[src/rtl/des_pkg.sv]
// Shared constants for the DES key schedule: widths, the PC-2 table, the
// per-round shift amounts, the FSM state type and a half-key rotate helper.
package des_pkg;
  localparam int KEY_W    = 56;
  localparam int HALF_W   = 28;
  localparam int SUBKEY_W = 48;

  // PC-2 selection in DES 1-based numbering over {C,D}; entry 0 is subkey bit 1.
  localparam int PC2 [SUBKEY_W] = '{
    14, 17, 11, 24,  1,  5,  3, 28, 15,  6, 21, 10,
    23, 19, 12,  4, 26,  8, 16,  7, 27, 20, 13,  2,
    41, 52, 31, 37, 47, 55, 30, 40, 51, 45, 33, 48,
    44, 49, 39, 56, 34, 53, 46, 42, 50, 36, 29, 32
  };

  localparam logic [1:0] SHIFT [16] = '{
    2'd1, 2'd1, 2'd2, 2'd2, 2'd2, 2'd2, 2'd2, 2'd2,
    2'd1, 2'd2, 2'd2, 2'd2, 2'd2, 2'd2, 2'd2, 2'd1
  };

  typedef enum logic {IDLE = 1'b0, RUN = 1'b1} ks_state_e;

  function automatic logic [HALF_W-1:0] rotl(input logic [HALF_W-1:0] x, input logic [1:0] n);
    case (n)
      2'd2:    return {x[HALF_W-3:0], x[HALF_W-1:HALF_W-2]};
      2'd1:    return {x[HALF_W-2:0], x[HALF_W-1]};
      default: return x;
    endcase
  endfunction

  function automatic logic [HALF_W-1:0] rotr(input logic [HALF_W-1:0] x, input logic [1:0] n);
    case (n)
      2'd2:    return {x[1:0], x[HALF_W-1:2]};
      2'd1:    return {x[0], x[HALF_W-1:1]};
      default: return x;
    endcase
  endfunction
endpackage

[src/rtl/des_pc2.sv]
// PC-2 compression: pure wiring from the 56-bit {C,D} to the 48-bit subkey.
module des_pc2
  import des_pkg::*;
(
  input  logic [KEY_W-1:0]    cd,
  output logic [SUBKEY_W-1:0] subkey
);
  // DES bit n of the 56-bit word lives at cd[KEY_W-n].
  for (genvar i = 0; i < SUBKEY_W; i++) begin : g_sel
    assign subkey[SUBKEY_W-1-i] = cd[KEY_W-PC2[i]];
  end
endmodule

[src/rtl/des_key_schedule.sv]
// Iterative DES key schedule: one subkey per accepted handshake, in
// encrypt (K1..K16) or decrypt (K16..K1) order. The key is never altered.
module des_key_schedule
  import des_pkg::*;
#(
  parameter int NUM_ROUNDS = 16
) (
  input  logic                clk,
  input  logic                rst,
  input  logic                start,
  input  logic                decrypt,
  input  logic [KEY_W-1:0]    key_in,
  input  logic                subkey_ready,
  output logic [SUBKEY_W-1:0] subkey,
  output logic                subkey_valid,
  output logic [3:0]          round,
  output logic                busy,
  output logic                done
);
  if (NUM_ROUNDS != 16) begin : g_bad_rounds
    $error("des_key_schedule: NUM_ROUNDS must be 16 to fit the 4-bit round counter");
  end

  localparam logic [3:0] LAST = 4'(NUM_ROUNDS - 1);

  ks_state_e         state, state_n;
  logic [HALF_W-1:0] c, c_n, d, d_n;
  logic [3:0]        step, step_n;
  logic              dec, dec_n, done_n;

  always_ff @(posedge clk or posedge rst) begin
    if (rst) begin
      state <= IDLE;
      c     <= '0;
      d     <= '0;
      step  <= '0;
      dec   <= 1'b0;
      done  <= 1'b0;
    end else begin
      state <= state_n;
      c     <= c_n;
      d     <= d_n;
      step  <= step_n;
      dec   <= dec_n;
      done  <= done_n;
    end
  end

  always_comb begin
    state_n = state;
    c_n     = c;
    d_n     = d;
    step_n  = step;
    dec_n   = dec;
    done_n  = 1'b0;
    case (state)
      IDLE: begin
        if (start) begin
          dec_n   = decrypt;
          step_n  = '0;
          state_n = RUN;
          // Decrypt starts from C16,D16, which equal C0,D0 (total rotation 28).
          if (decrypt) begin
            c_n = key_in[KEY_W-1:HALF_W];
            d_n = key_in[HALF_W-1:0];
          end else begin
            c_n = rotl(key_in[KEY_W-1:HALF_W], SHIFT[0]);
            d_n = rotl(key_in[HALF_W-1:0], SHIFT[0]);
          end
        end
      end
      RUN: begin
        if (subkey_ready) begin
          if (step == LAST) begin
            done_n  = 1'b1;
            state_n = IDLE;
          end else begin
            step_n = step + 4'd1;
            if (dec) begin
              c_n = rotr(c, SHIFT[4'd15 - step]);
              d_n = rotr(d, SHIFT[4'd15 - step]);
            end else begin
              c_n = rotl(c, SHIFT[step + 4'd1]);
              d_n = rotl(d, SHIFT[step + 4'd1]);
            end
          end
        end
      end
      default: state_n = IDLE;
    endcase
  end

  des_pc2 u_pc2 (
    .cd     ({c, d}),
    .subkey (subkey)
  );

  assign subkey_valid = (state == RUN);
  assign busy         = (state == RUN);
  assign round        = dec ? (4'd15 - step) : step;
endmodule

[config.mk]
export PLATFORM = sky130hd
export DESIGN_NAME = des_key_schedule
export DESIGN_NICKNAME = d
export VERILOG_FILES = /design/src/rtl/des_pkg.sv /design/src/rtl/des_pc2.sv /design/src/rtl/des_key_schedule.sv
export SDC_FILE = /design/constraint.sdc
export NUM_CORES = 1
export LEC_CHECK = 0
export ABC_AREA = 1
export CAP_MARGIN = 20
export CORE_MARGIN = 5
export CORE_UTILIZATION = 58
export DETAILED_ROUTE_END_ITERATION = 16
export GPL_TIMING_DRIVEN = 0
export PLACE_DENSITY = 0.83
export SYNTH_ARGS = -nofsm -noshare
export SYNTH_HDL_FRONTEND = slang
export SYNTH_SLANG_ARGS = --single-unit
[constraint.sdc]
create_clock -name clk -period 5.6 [get_ports clk]
set_clock_uncertainty 0.1 [all_clocks]
set_input_delay 1.68 -clock clk [delete_from_list [all_inputs] [get_ports clk]]
set_output_delay 1.68 -clock clk [all_outputs]
set_load 0.02 [all_outputs]
==> metrics <==
outcome finished, final reports clean; post_cts resized 0; Final min period roughly 3.5 ns; Total GRT Usage 29.5%; area of the multi-input gates about 0.0034 sq mm; worst hold stages 2; Synth Cell Area just over 0.006 sq mm; CP max FO 9; die area ~0.013 sq mm; Placer Congestion a little over 0.9; EDFF count, synth 0; largest cells by area after synthesis nand2_1 31%, dfrtp_1 25%, nand3_1 19%; Mapped Nets between 1000 and 1500; hold crit path type reg2reg; first-pass GRT wire length between 30 and 40 mm; hpwl dp around 14 mm; antenna cells 0; Via-to-Cell Ratio roughly 5.3; detailed-route wire length per cell between 10 and 15 um; CTS root buf clkbuf_8; Vert. Die Dim approximately 110 um; Final Cycle Share between 60 and 70%; CP Class reg2out; Worst R2R Path Depth 16; most frequent cells after synthesis 515 x nand2_1, 231 x nand3_1, 127 x inv_1; Slew headroom between 40% and 50%; CTS Buf Count 9; Syn Inst Count about 1100; CP endpoint kind primary output; reg2reg setup slack 2.73 ns; Post-synth ARST share 100%; setup violation total in the final timing report 0; Syn Area/Cell around 5.7 sq um; DRT Pass-1 Iters 5; Yosys top cell by area nand2_1; Fmax 287 MHz; min-delay src c[3]$_DFFE_PP0P_; Cell Pwr Density 560 mW/mm^2; Pwr Total ~4300 uW; Die X ~110 um; # fillers between 900 and 1000; Yosys reg bits 63; CTS tree yes; ratio of cells with drive above 1 in the final layout under 10%; Final Hold Fails 0; Clock Latency Late Sink 0.36 ns; cts-stage hold buffer count 0; Routed WL between 15 and 20 mm; Sequential Area ~0.0016 sq mm; Yosys cell types 22; max-cap violations 0; Max Slew Vio Count 0; WHS Endpoint c[3]$_DFFE_PP0P_; CP Launch Type register; ys flop type dfrtp_1; clock-pin slew on the worst setup and hold paths around 0.070 ns; core area a little over 0.01 sq mm; Max clock buf depth 2; reg-to-reg endpoint c[21]$_DFFE_PP0P_; standard-cell rows 37; Setup TNS Final 0 ns; IO buf count approximately 120; fin nets 1292; r2r startpoint step[1]$_DFFE_PP0P_; Clock Sinks 63; Initial Utilization between 50% and 60%; RSZ-0062 raised after global routing false; CP arrival between 1.5 and 2 ns; Pleak roughly 0.0044 uW; peak supply drop between 0.4 and 0.5 mV; DRC Markers 0; Post-CTS Setup Repair Bufs 0; Required @ worst endpoint 3.82 ns; io pins 116; H-Tree Level Count 3; Seq/Total Area, Yosys around a quarter; final core occ 74.1%; Yosys top cell area share between 30% and 40%; Yosys Warn Count 0; Worst Tran Pin Value between 0.8 and 0.9 ns; Routed Antenna Nets 0; global route total overflow 0; routed vias 7169; initial drt markers 733; largest net degree at the start of global routing 64; initial antenna violation count 0; Syn-to-layout area delta 23.8%; vias in the first global route between 6000 and 7000; count leader, synth nand2_1
## routing by layer
metal | wire [um] | GRT usage (%) | vias to the layer above | part of all wire [%]
met5 | 0 | 0 | - | 0
met4 | 300 | 9.38 | 0 | 1.6
met3 | 1650 | 4.03 | 27 | 8.8
met2 | 9050 | 51.0 | 336 | 48
met1 | 7750 | 38.1 | 3249 | 41
li1 | - | - | 3557 | -
## power breakdown
part	switching, uW	internal, uW	leakage (uW)
sequential	131	628	0.000821
clock	183	164	0.0000809
combinational	1930	1270	0.00348
total	2240	2070	0.00438
## kinds of logic (layout without fill, tap and decap cells)
logic type / after synthesis / after routing / share of synthesized area [%]
AOI/OAI and AO/OA: 14 / 14 / 1.33
DFF: 63 / 63 / 25.4
buffers and inverters: 246 / 374 / 19.9
adders and majority gates: 9 / 9 / 1.81
xor gates and xnor gates: 4 / 4 / 0.564
and+or+nand+nor: 760 / 760 / 51.0
## worst max-delay path by stage
stage | slack [ns] | endpoint | from | depth (start not counted)
after floorplan | 2.25 | busy$_DFF_PP0_ | rst | 1
after global placement | 0.96 | step[0]$_DFFE_PP0P_ | rst | 2
after detailed placement | 2.06 | c[23]$_DFFE_PP0P_ | decrypt | 9
after CTS | 2.10 | round[3] | dec$_DFFE_PP0P_ | 3
after global routing | 2.04 | round[3] | dec$_DFFE_PP0P_ | 3
final | 2.12 | round[3] | dec$_DFFE_PP0P_ | 3
## worst max-delay path, stage by stage (launching register included)
cell and delay (ns):
dfrtp_1 0.36, buf_4 0.17, xor2_1 0.18, clkdlybuf4s50_1 0.63
## stage by stage
step | std cells | instance area, sq um | hold slack [ns] | setup WS, ns
floorplan | 1096 | 6210 | 0.349 | 2.25
global placement | 1347 | 7530 | 0.361 | 0.959
detailed placement | 1347 | 7530 | 0.365 | 2.06
CTS | 1360 | 7680 | 0.383 | 2.10
global route | 1360 | 7680 | 0.405 | 2.04
finish | 1360 | 7680 | 0.379 | 2.12
## registers in the layout, summed over array words and instances (netlist names)
signal	cells
busy	1
done	1
c	28
d	28
step	4
dec	1
## cell usage in the layout (no fill, tap or decap), types with 2 or more instances in the layout
cell type,n
xor2_1,4
dfrtp_1,63
nor2_1,7
buf_1,2
nand2_2,4
buf_2,20
clkbuf_8,10
inv_1,126
inv_2,2
clkdlybuf4s50_1,115
nand3_1,231
buf_4,56
o21ai_0,11
ha_1,9
clkbuf_1,29
buf_6,10
nand2_1,515
clkinv_2,2
## cell type report
type / instances / share of cell area (%)
Timing Repair Buffer: 115 / 15.0
Sequential cell: 63 / 20.5
Tap cell: 136 / 2.21
Inverter: 130 / 6.38
Clock buffer: 11 / 1.84
Clock inverter: 2 / 0.130
Buffer: 116 / 9.71
Multi-Input combinational cell: 787 / 44.2
No activity file was read; power rests on OpenSTA's default activity.
